## src/rtl/dma_pkg.sv

```systemverilog
// dma_pkg: descriptor layout, completion-record fields and FSM encodings shared by the DMA descriptor engines.
package dma_pkg;
  localparam int DESC_NEXT_PTR_WORD = 4;
  localparam int DESC_BYTES_WORD = 6;
  localparam int DESC_CTRL_WORD = 7;
  localparam int DMA_OWNED_BIT = 31;
  localparam int DMA_IRQ_EN_BIT = 14;
  localparam int DMA_RUN_BIT = 5;
  localparam int W7_ERR_LSB = 16;
  localparam int REC_W = 104;
  localparam int REC_ERR_LSB = 96;
  localparam int REC_ADDR_LSB = 64;
  localparam int REC_W7_LSB = 32;
  localparam int REC_BYTES_LSB = 0;
  typedef enum logic [1:0] {
    WB_IDLE = 2'd0,
    WB_BEAT0 = 2'd1,
    WB_BEAT1 = 2'd2,
    WB_DONE = 2'd3
  } wb_state_e;
endpackage

```

## src/rtl/dma_desc_writeback.sv

```systemverilog
// dma_desc_writeback: pops completion records and writes back byte count and control/status words as a 2-beat burst.
module dma_desc_writeback
  import dma_pkg::*;
#(
  parameter int ADDR_W = 32,
  parameter int OWNED_BIT = DMA_OWNED_BIT,
  parameter int IRQ_EN_BIT = DMA_IRQ_EN_BIT,
  parameter int CNT_W = 16
) (
  input  logic              clk,
  input  logic              reset_n,
  input  logic [31:0]       csr_control_i,
  input  logic              wb_fifo_empty_i,
  input  logic [REC_W-1:0]  wb_fifo_rddata_i,
  output logic              wb_fifo_rd_o,
  output logic              dma_desc_wb_write_o,
  output logic [ADDR_W-1:0] dma_desc_wb_addr_o,
  output logic [3:0]        dma_desc_wb_bcount_o,
  output logic [31:0]       dma_desc_wb_wrdata_o,
  output logic [3:0]        dma_desc_wb_byteen_o,
  input  logic              dma_desc_wb_waitrequest_i,
  output logic              dma_desc_wb_irq_o,
  output logic [CNT_W-1:0]  dma_desc_wb_count_o,
  output logic              dma_desc_wb_busy_o
);
  wb_state_e state_q, state_d;
  logic [ADDR_W-1:0] addr_q;
  logic [31:0] bytes_q, w7_q, w7_d;
  logic irq_en_q;
  logic [CNT_W-1:0] count_q;
  logic unused_ctrl;
  assign unused_ctrl = ^csr_control_i;
  always_comb begin
    state_d = state_q;
    wb_fifo_rd_o = 1'b0;
    w7_d = wb_fifo_rddata_i[REC_W7_LSB +: 32];
    w7_d[W7_ERR_LSB +: 8] = wb_fifo_rddata_i[REC_ERR_LSB +: 8];
    w7_d[OWNED_BIT] = 1'b0;
    case (state_q)
      WB_IDLE: begin
        wb_fifo_rd_o = csr_control_i[DMA_RUN_BIT] && !wb_fifo_empty_i;
        state_d = wb_fifo_rd_o ? WB_BEAT0 : WB_IDLE;
      end
      WB_BEAT0: state_d = dma_desc_wb_waitrequest_i ? WB_BEAT0 : WB_BEAT1;
      WB_BEAT1: state_d = dma_desc_wb_waitrequest_i ? WB_BEAT1 : WB_DONE;
      WB_DONE:  state_d = WB_IDLE;
      default:  state_d = WB_IDLE;
    endcase
  end
  always_ff @(posedge clk or negedge reset_n) begin
    if (!reset_n) begin
      state_q <= WB_IDLE;
      addr_q <= '0;
      bytes_q <= '0;
      w7_q <= '0;
      irq_en_q <= 1'b0;
      count_q <= '0;
    end else begin
      state_q <= state_d;
      if (wb_fifo_rd_o) begin
        addr_q <= ADDR_W'(wb_fifo_rddata_i[REC_ADDR_LSB +: 32]) + ADDR_W'(DESC_BYTES_WORD * 4);
        bytes_q <= wb_fifo_rddata_i[REC_BYTES_LSB +: 32];
        w7_q <= w7_d;
        irq_en_q <= wb_fifo_rddata_i[REC_W7_LSB + IRQ_EN_BIT];
      end
      if (state_q == WB_DONE) count_q <= count_q + 1'b1;
    end
  end
  assign dma_desc_wb_write_o = state_q == WB_BEAT0 || state_q == WB_BEAT1;
  assign dma_desc_wb_addr_o = addr_q;
  assign dma_desc_wb_bcount_o = 4'h2;
  assign dma_desc_wb_byteen_o = 4'hF;
  assign dma_desc_wb_wrdata_o = state_q == WB_BEAT1 ? w7_q : state_q == WB_BEAT0 ? bytes_q : 32'h0;
  assign dma_desc_wb_irq_o = state_q == WB_DONE && irq_en_q;
  assign dma_desc_wb_count_o = count_q;
  assign dma_desc_wb_busy_o = state_q != WB_IDLE;
endmodule

```

## config.mk

```make
export PLATFORM = sky130hd
export DESIGN_NAME = dma_desc_writeback
export DESIGN_NICKNAME = d
export VERILOG_FILES = /design/src/rtl/dma_pkg.sv /design/src/rtl/dma_desc_writeback.sv
export SDC_FILE = /design/constraint.sdc
export NUM_CORES = 1
export LEC_CHECK = 0
export ABC_AREA = 1
export CAP_MARGIN = 15
export CORE_MARGIN = 8
export CORE_UTILIZATION = 48
export DETAILED_ROUTE_END_ITERATION = 8
export GPL_TIMING_DRIVEN = 0
export HOLD_SLACK_MARGIN = 0.08
export PLACE_DENSITY = 0.87
export SETUP_SLACK_MARGIN = 0.5
export SLEW_MARGIN = 15
export SYNTH_ARGS = -nofsm -noshare
export SYNTH_HDL_FRONTEND = slang
export SYNTH_SLANG_ARGS = --single-unit
```

## constraint.sdc

```tcl
create_clock -name clk -period 4.65 [get_ports clk]
set_clock_uncertainty 0.2 [all_clocks]
set_input_delay 1.395 -clock clk [delete_from_list [all_inputs] [get_ports clk]]
set_output_delay 1.395 -clock clk [all_outputs]
set_load 0.1 [all_outputs]
```

* Word-level counts from Yosys, hierarchy flattened
Cells that the tools add are included.
Widths: inputs -> output; s select.
** Word-level totals
- Flip-flop bits (word level) :: 114
- Bits of input ports :: 140
- Logic and storage cells :: 24
** Cells by class
- Add/subtract/negate cells :: 2
- Equality and inequality tests :: 3
- Multiplexer cells :: 7
- Reductions and logical operators :: 6
** Operator list (number)
- $mux 32 :: 2
- $add 32x5->32 const B :: 1
- $add 16x1->16 const B :: 1
- $pmux 2 s4 :: 1
- $eq 2x2->1 const B :: 2
- $mux 1 :: 3
- $eq 2x1->1 const B :: 1
- $logic_and 1x1->1 :: 2
- $logic_not 2->1 :: 1
- $mux 2 :: 1
- $reduce_bool 2->1 :: 1
- $logic_not 1->1 :: 1
- $logic_or 1x1->1 :: 1

* Longest topological paths before layout
Gate-level depths: netlist of run 1.
- Depth after elaboration :: 4
- Mapped depth :: 10
- Mapped depth without buffers :: 10

* Least setup slack after synthesis of run 1
No wires, ideal clock.
- Path type :: input to output
- From :: input port wb_fifo_empty_i
- To :: output port wb_fifo_rd_o
- Arrival time :: 2.732 ns
- Required time :: 3.055 ns
- Path slack :: 0.323 ns
- Stages :: 4
- Buffers on the path :: 1
- Cells stage by stage :: inv_1 nand2_1 nor2_2 clkbuf_1
** On the way
- Word-level cells in the longest chain between the ends :: 3
** RTL lines
- from (decl) :: RTL line dma_desc_writeback.sv:13 : input logic wb_fifo_empty_i,
- $logic_not 1->1 :: RTL line dma_desc_writeback.sv:41 : wb_fifo_rd_o = csr_control_i[DMA_RUN_BIT] && !wb_fifo_empty_i;
- $logic_and 1x1->1 :: RTL line dma_desc_writeback.sv:41
- $mux 1 :: RTL line dma_desc_writeback.sv:39 : case (state_q)
- to (decl) :: RTL line dma_desc_writeback.sv:15 : output logic wb_fifo_rd_o,
Every way passes these cells.

* Final worst setup path of run 1
- From :: input port csr_control_i[5]
- To :: output port wb_fifo_rd_o
** On the way
- Word-level cells in the longest chain between the ends :: 2
** RTL lines
- from (decl) :: RTL line dma_desc_writeback.sv:12 : input logic [31:0] csr_control_i,
- $logic_and 1x1->1 :: RTL line dma_desc_writeback.sv:41
- $mux 1 :: RTL line dma_desc_writeback.sv:39
Every way passes these cells.

==> results of run 1 <==
flip-flops by register name, indices dropped and copies added (netlist names), named ones only:
signal               count
bytes_q                 32
dma_desc_wb_addr_o      32
w7_q                    31
dma_desc_wb_count_o     16
state_q                  1
cells by family after synthesis:
| logic type | synth area share [%] |
|---|---|
| buf+inv | 6.601 |
| compound gates | 0.9795 |
| flops | 48.13 |
| simple gates | 38.46 |
| other cells | 0.1278 |
| fa+ha+maj | 1.491 |
| xor+xnor | 4.025 |
| mux | 0.1916 |
worst max path at each step:
stage / startpoint / to / slack, ps / cells past startpoint
floorplan: register / dma_desc_wb_wrdata_o[31] / 620 / 6
global placement: reset_n / w7_q[10] / -2360 / 1
detailed placement: csr_control_i[5] / wb_fifo_rd_o / -760 / 5
CTS: csr_control_i[5] / wb_fifo_rd_o / 300 / 5
global route: csr_control_i[5] / wb_fifo_rd_o / 400 / 5
finish: csr_control_i[5] / wb_fifo_rd_o / 450 / 5
synthesized netlist by cell type:
library cell / number / share of area, %
nand2_1: 430 / 27
dfrtp_1: 113 / 48
nand3_1: 53 / 4.5
inv_1: 49 / 3.1
nor2_1: 38 / 2.4
xor2_1: 24 / 3.6
clkbuf_1: 19 / 1.2
buf_2: 10 / 0.85
buf_4: 10 / 1.3
nor2_4: 9 / 1.7
o21ai_0: 9 / 0.77
ha_1: 7 / 1.5
nor2_2: 6 / 0.64
nand2_2: 4 / 0.43
xnor2_1: 3 / 0.45
conb_1: 2 / 0.13
inv_2: 2 / 0.13
nand2_4: 2 / 0.38
nor3_1: 2 / 0.17
a21oi_1: 1 / 0.085
a22oi_1: 1 / 0.13
mux2_2: 1 / 0.19
nand3_2: 1 / 0.17
nand3_4: 1 / 0.30
nand3b_1: 1 / 0.13
nand4_1: 1 / 0.11
where the power goes:
| part | total (mW) | switching, mW | leakage [nW] | internal, mW |
|---|---|---|---|---|
| Clock | 1.22 | 0.452 | 0.270 | 0.767 |
| Combinational | 3.96 | 3.17 | 2.72 | 0.790 |
| Sequential | 1.64 | 0.242 | 1.42 | 1.40 |
| Total | 6.82 | 3.87 | 4.42 | 2.96 |
per-layer routing:
metal	wire length (um)	vias up	global-route usage [%]	share of wire [%]
met2	8764	179	38.96	49
met4	376	2	8.988	2.1
met5	10	-	0	0.055
met1	7384	2574	25.22	41
met3	1496	29	8.840	8.3
li1	-	2826	-	-
area by class of cell:
class | count | area share (%)
Buffer | 39 | 2.507
Clock buffer | 21 | 5.612
Clock inverter | 10 | 1.030
Inverter | 51 | 2.284
Multi-Input combinational cell | 602 | 32.06
Sequential cell | 113 | 33.73
Tap cell | 147 | 2.194
Timing Repair Buffer | 185 | 20.58
worst min-delay path: cells and delay by family, from the launching register on:
| family | cells | cell delay [ps] |
|---|---|---|
| flip-flops | 1 | 340 |
| AND/OR/NAND/NOR | 2 | 90 |
stage by stage:
step           setup WS, ps  power (mW)  instances
2_1_floorplan         624.1       4.669        805
3_3_place_gp          -2364       5.667       1135
3_5_place_dp         -761.9       5.731       1136
4_1_cts               295.6       6.870       1167
5_1_grt               395.5       7.144       1168
6_report              446.3       6.824       1168
repair_timing:
item | in CTS | in global routing
buffers inserted | 0 | 1
setup endpoints to repair | 33 | 32
gates resized for setup | 150 | 35
pin swaps | 0 | 1
cloned | 0 | 0
==> out/qor.csv, run 1 <==
metric,value,unit
total number of vias,5610,
hold path cells,2,
worst reg2reg path depth,10,
cts bufs inserted,17,
kind of critical path,primary input to output pin,
fin crit share,90.40,%
Worst-Skew Late Latency,420,ps
Clock Pin Slew Worst Setup and Hold Paths,50,ps
setup tns final,0,ps
Die Height,126.6,um
max-cap violation count,0,
most frequent cells in the layout,"430 x nand2_1, 149 x clkdlybuf4s50_1, 113 x dfrtp_1",
Fill cells,992,
Final Instance Area,8383,um2
area growth from synthesis to layout,42.67,%
worst rel slew slack,28.91,%
Crit path arrival time,2610,ps
"Req. time, crit path",3050,ps
Worst setup EP type,output pin,
grt total ovfl,0,
critical-path maximum fanout,10,
Ports,232,
hold endpoint,bytes_q[24],
number of global-route vias before repair,5780,
"Critical Path, Cell by Cell",clkdlybuf4s50_1 > nand2_1 > nor2_4 > clkbuf_4 > buf_12,
DRT Pass-1 Iters,4,
Sink Count,113,
Final nets,1156,
P per Cell Area,814.0,nW/um2
gpl congestion,0.8842,
total core area,11960,um2
"Seq/Total Area, Yosys",48.13,%
Worst-Margin Slew,1063,ps
DRC Markers,0,
ant diodes,0,
synth warn,0,
synthesized area per cell,7.354,um2
drt wl/cell,15.44,um
row cnt,40,
R2R Path Start,state_q[0],
die area,16040,um2
Slowest Stage Delay on Critical Path,470,ps
status,"finished, final reports clean",
FMAX,237.9,MHz
Clock Tree Root,clkbuf_16,
hold crit path type,register to register,
post-layout min period,4204,ps
final WL,18030,um
CTS max path bufs,2,
DP HPWL,13380,um
first-pass GRT wire length,28940,um
CTS H-tree lvls,4,
Tot GR Track Use,22.87,%
CTS tree,built,
initial core utilization,49.12,%
# hold bufs at CTS,0,
endpoints failing hold,0,
"Cell Area, Synth",5876,um2
initial DRC count,264,
post-synthesis register bit count,113,
maximum vdd ir drop,0.6047,mV
RSZ-0062 raised after global routing,yes,
Finished Core Util,70.08,%
"most common cell after layout, fill and taps aside",nand2_1,
register area,2828,um2
Worst R2R Setup Slack,2560,ps
CP max stage cell,clkdlybuf4s50_1,
worst r2r dst,w7_q[14],
P_leak,4.416,nW
footprint of the multi-input gates,2688,um2
DRT antenna net count,0,
# setup viols final,0,
Vias/cell,4.803,
Buf/Inv on CP,3,
largest net degree at the start of global routing,59,
cell count after synthesis,799,
I/O Buffers,183,
CP Launch Type,primary input,
Final Slew Violations,0,
Netlist cell types,26,
initial antenna violation count,1,
hold path startpoint,bytes_q[24],
"CP delay by family, top",buffers and inverters,
Die X,126.6,um
"Cell Area, Placed",7944,um2
WHS,269.7,ps
share of layout cells above drive strength 1,11.85,%
(Power assumes the default switching activity.)
==> run 2, diff against run 1 <==
--- a/config.mk
+++ b/config.mk
@@ -7,8 +7,10 @@
 export LEC_CHECK = 0
 export ABC_AREA = 1
+export ABC_CLOCK_PERIOD_IN_PS = 4650
 export CAP_MARGIN = 15
 export CORE_MARGIN = 8
 export CORE_UTILIZATION = 48
 export DETAILED_ROUTE_END_ITERATION = 8
+export GPL_ROUTABILITY_DRIVEN = 0
 export GPL_TIMING_DRIVEN = 0
 export HOLD_SLACK_MARGIN = 0.08
--- a/constraint.sdc
+++ b/constraint.sdc
@@ -3,3 +3,3 @@
 set_input_delay 1.395 -clock clk [delete_from_list [all_inputs] [get_ports clk]]
 set_output_delay 1.395 -clock clk [all_outputs]
-set_load 0.1 [all_outputs]
+set_load 0.05 [all_outputs]
==> run 2 against run 1 <==
Net effect:
- via count is 2.9% higher
- die area is the same
- global-route usage shrank 0.50 points
- utilization increased by 0.70 points
- worst setup slack improved by 19 ps
- combinational power is 30% lower
- critical path type unchanged
- largest cell class unchanged
- largest power group unchanged
==> out/qor.csv, run 2 (synthesis results as in run 1) <==
metric,value,unit,change
status,"finished, final reports clean",,
fin crit share,89.98,%,-0.42 points
kind of critical path,primary input to output pin,,
setup tns final,0,ps,unchanged
DRC Markers,0,,unchanged
critical-path maximum fanout,10,,unchanged
maximum vdd ir drop,0.3980,mV,-34%
largest net degree at the start of global routing,74,,+25%
initial core utilization,49.12,%,unchanged
"Req. time, crit path",3050,ps,about the same
RSZ-0062 raised after global routing,yes,,
die area,16040,um2,unchanged
"Cell Area, Placed",7943,um2,about the same
area growth from synthesis to layout,44.10,%,
Ports,232,,unchanged
WHS,270.4,ps,+0.6340 ps
first-pass GRT wire length,28620,um,-1.1%
Final Instance Area,8467,um2,+1.0%
DRT Pass-1 Iters,5,,+1
Crit path arrival time,2590,ps,-20 ps
total core area,11960,um2,unchanged
P per Cell Area,674.8,nW/um2,-17%
"Critical Path, Cell by Cell",clkdlybuf4s50_1 > nand2_1 > nor2_4 > clkbuf_4 > clkbuf_4,,
"most common cell after layout, fill and taps aside",nand2_1,,
hold crit path type,register to register,,
endpoints failing hold,0,,unchanged
share of layout cells above drive strength 1,11.84,%,about the same
Final nets,1156,,unchanged
Pwr Total,5.714,mW,-16%
CTS H-tree lvls,4,,unchanged
most frequent cells in the layout,"430 x nand2_1, 149 x clkdlybuf4s50_1, 113 x dfrtp_1",,
FMAX,239.0,MHz,+0.47%
Worst-Margin Slew,605.0,ps,-457.9 ps
Sink Count,113,,unchanged
Die X,126.6,um,unchanged
Die Height,126.6,um,unchanged
grt total ovfl,0,,unchanged
cts bufs inserted,17,,unchanged
"CP delay by family, top",buffers and inverters,,
CP max stage cell,clkdlybuf4s50_1,,
ant diodes,0,,unchanged
Buf/Inv on CP,3,,unchanged
Slowest Stage Delay on Critical Path,450,ps,-20 ps
Clock Pin Slew Worst Setup and Hold Paths,50,ps,about the same
post-layout min period,4184,ps,-19.48 ps
row cnt,40,,unchanged
Final Slew Violations,0,,unchanged
Tot GR Track Use,22.37,%,-0.50 points
P_leak,4.418,nW,about the same
Clock Tree Root,clkbuf_16,,
I/O Buffers,183,,unchanged
max-cap violation count,0,,unchanged
CP Launch Type,primary input,,
# hold bufs at CTS,0,,unchanged
total number of vias,5770,,+2.9%
Finished Core Util,70.78,%,+0.70 points
number of global-route vias before repair,5859,,+1.4%
Vias/cell,4.936,,+2.8%
Worst-Skew Late Latency,410,ps,about the same
DRT antenna net count,0,,unchanged
placed cell count,1136,,unchanged
# setup viols final,0,,unchanged
drt wl/cell,15.43,um,about the same
initial DRC count,282,,+6.8%
initial antenna violation count,1,,unchanged
most frequent cell on the critical path,clkbuf_4,,
Worst setup EP type,output pin,,
Setup WS pre-CTS,-572.5,ps,+189.4 ps
CTS tree,built,,
final worst slack,465.8,ps,+19.48 ps
final WL,18030,um,about the same
Finished Layout Cells,1169,,+0.086%
CTS max path bufs,2,,unchanged
DP HPWL,13470,um,+0.67%
worst rel slew slack,59.60,%,+31 points
## run 2: cell count changes in the layout (fill, tap and decap cells not counted), moves of 2 or more
cell and delta:
inv_6 +5, clkbuf_8 -3, clkbuf_2 +20, clkdlybuf4s15_2 +10, clkinv_4 +2, clkinv_2 -3
buf_2 -28
## run 2: timing repair
action | CTS | global route
resized for setup | 65 | 49
endpoints found under the setup margin | 32 | 33
pin swaps | 0 | 1
buffers inserted | 0 | 1
## run 2: power by group
group | switching (mW) | internal [mW] | leakage, nW
logic | 1.97 | 0.817 | 2.71
registers | 0.246 | 1.40 | 1.42
clock network | 0.481 | 0.796 | 0.282
## run 2: area by class of cell
| cell class | count | area [um2] |
|---|---|---|
| repair buffers | 185 | 1780 |
| clock inverters | 14 | 155.1 |
| flip-flops and latches | 113 | 2828 |
| multi-input cells | 602 | 2688 |
| clock buffers | 18 | 429.2 |
| fillers | 941 | 3495 |
| plain buffers | 39 | 211.5 |
| well taps | 147 | 183.9 |
| inverters | 51 | 191.4 |
## run 2: worst min-delay path: cells and delay by family (launching register included)
kind	cells	cell delay (ps)
flops	1	340
simple gates	2	100
## run 2: worst paths after layout
check	startpoint	end	slack, ps	cells past startpoint
min in group asynchronous	reset_n	bytes_q[27]	700	1
setup / recovery	csr_control_i[5]	wb_fifo_rd_o	470	5
setup reg to reg	state_q[0]	bytes_q[20]	2530	10
max in group asynchronous	reset_n	w7_q[5]	2850	2
hold reg to reg	w7_q[11]	w7_q[11]	270	2
hold / removal	w7_q[11]	w7_q[11]	270	2
## run 2: layer usage
layer	part of all wire [%]	wire length (um)	track usage [%]	vias up
met5	0.083	15	0	-
met4	2.3	422	8.776	2
met2	49	8841	38.49	218
li1	-	-	-	2834
met1	40	7187	24.88	2678
met3	8.7	1565	7.792	38
==> run 3, diff against run 2 <==
- CORE_MARGIN: 8 -> 2
- GPL_TIMING_DRIVEN: 0 -> default
==> run 3 against run 2 <==
Net effect:
- non-clock buffer count fell by 34
- design area fell by 2.4%
- critical path depth did not move
- routed wire length fell by 13%
==> out/qor.csv, run 3 (synthesis results as in run 1) <==
metric,value,unit,change
P per Cell Area,676.2,nW/um2,+0.21%
largest net degree at the start of global routing,88,,+19%
status,"finished, final reports clean",,
Vias/cell,4.849,,-1.8%
Die X,114.6,um,-9.5%
CTS max path bufs,2,,unchanged
grt total ovfl,0,,unchanged
Worst-Skew Late Latency,410,ps,about the same
Final nets,1122,,-2.9%
worst rel slew slack,41.29,%,-18 points
number of global-route vias before repair,5446,,-7.0%
FMAX,256.5,MHz,+7.3%
Final Slew Violations,0,,unchanged
cts bufs inserted,17,,unchanged
max-cap violation count,0,,unchanged
initial core utilization,49.12,%,unchanged
most frequent cells in the layout,"430 x nand2_1, 150 x clkdlybuf4s50_1, 113 x dfrtp_1",,
die area,13140,um2,-18%
first-pass GRT wire length,25720,um,-10%
total number of vias,5494,,-4.8%
RSZ-0062 raised after global routing,no,,
Crit path arrival time,2300,ps,-290 ps
Fill cells,970,,+3.1%
maximum vdd ir drop,0.4472,mV,+12%
# setup viols final,0,,unchanged
kind of critical path,primary input to output pin,,
total core area,11960,um2,unchanged
"CP delay by family, top",buffers and inverters,,
DRT Pass-1 Iters,4,,-1
WHS,264.8,ps,-5.594 ps
Tot GR Track Use,25.21,%,+2.8 points
Slowest Stage Delay on Critical Path,410,ps,-40 ps
CTS tree,built,,
Finished Layout Cells,1133,,-3.1%
Final Instance Area,8267,um2,-2.4%
fin crit share,83.83,%,-6.2 points
Sink Count,113,,unchanged
I/O Buffers,183,,unchanged
area growth from synthesis to layout,40.69,%,
Worst setup EP type,output pin,,
Clock Tree Root,clkbuf_16,,
placed cell count,1103,,-2.9%
endpoints failing hold,0,,unchanged
ant diodes,0,,unchanged
"Cell Area, Placed",7719,um2,-2.8%
DRT antenna net count,0,,unchanged
DRC Markers,0,,unchanged
Finished Core Util,69.11,%,-1.7 points
setup tns final,0,ps,unchanged
CTS H-tree lvls,4,,unchanged
post-layout min period,3898,ps,-286.0 ps
initial antenna violation count,0,,-1
critical-path maximum fanout,3,,-7
Buf/Inv on CP,3,,unchanged
initial DRC count,411,,+46%
final WL,15700,um,-13%
hold crit path type,register to register,,
row cnt,40,,unchanged
CP Launch Type,primary input,,
CP max stage cell,clkdlybuf4s50_1,,
"Req. time, crit path",3050,ps,about the same
Clock Pin Slew Worst Setup and Hold Paths,50,ps,about the same
Die Height,114.6,um,-9.5%
DP HPWL,10970,um,-19%
Worst-Margin Slew,880.7,ps,+275.7 ps
Ports,232,,unchanged
"Critical Path, Cell by Cell",clkdlybuf4s50_1 > inv_1 > nand2_1 > nor2_4 > buf_12,,
"most common cell after layout, fill and taps aside",nand2_1,,
P_leak,4.305,nW,-2.6%
drt wl/cell,13.86,um,-10%
share of layout cells above drive strength 1,9.432,%,-2.4 points
run 3: cell type report:
type	count	area, um2	area share (%)
clock inverters	4	25.02	0.3027
inverters	51	192.7	2.331
well taps	147	183.9	2.225
multi-input cells	602	2688	32.51
clock buffers	26	519.2	6.281
repair buffers	190	1831	22.14
flip-flops and latches	113	2828	34.21
run 3: worst register-to-register path, stage by stage (launching register included):
cell and delay (ps):
dfrtp_1 420, inv_1 130, ha_1 160, inv_1 80, nor2_4 180, buf_4 710, nand3_1 210, nand2_1 100
run 3: path summary, 6_finish.rpt:
check	start	end	slack, ps	cells after the start
min in group asynchronous	reset_n	bytes_q[27]	810	1
min reg2reg	w7_q[0]	w7_q[0]	260	2
max	wb_fifo_empty_i	wb_fifo_rd_o	750	5
max in group asynchronous	reset_n	bytes_q[14]	2660	2
min	w7_q[0]	w7_q[0]	260	2
max reg2reg	state_q[0]	dma_desc_wb_addr_o[20]	2400	7
run 3: per-layer routing:
metal,up-vias,part of all wire [%],global-route usage (%)
li1,2755,-,-
met1,2538,41,29.87
met2,176,51,43.71
met3,25,6.5,7.570
met4,0,1.6,8.455
met5,-,0,0
run 3: stage by stage:
stage | power (mW) | setup slack (ps)
5_1_grt | 5.892 | 591.6
4_1_cts | 5.635 | 642.7
2_1_floorplan | 3.478 | 718.7
3_3_place_gp | 4.362 | 748.7
3_5_place_dp | 4.428 | 734.9
6_report | 5.590 | 751.8
run 3: report_power, final:
group	total [mW]	switching, mW	internal [mW]
Combinational	2.78	1.93	0.845
Sequential	1.64	0.239	1.40
Clock	1.18	0.419	0.756
Total	5.59	2.59	3.00
run 3: repair_timing:
action	4_1_cts	5_1_grt
hold buffers	0	0
setup buffers	0	0
setup endpoints to repair	0	1
resized for setup	0	1
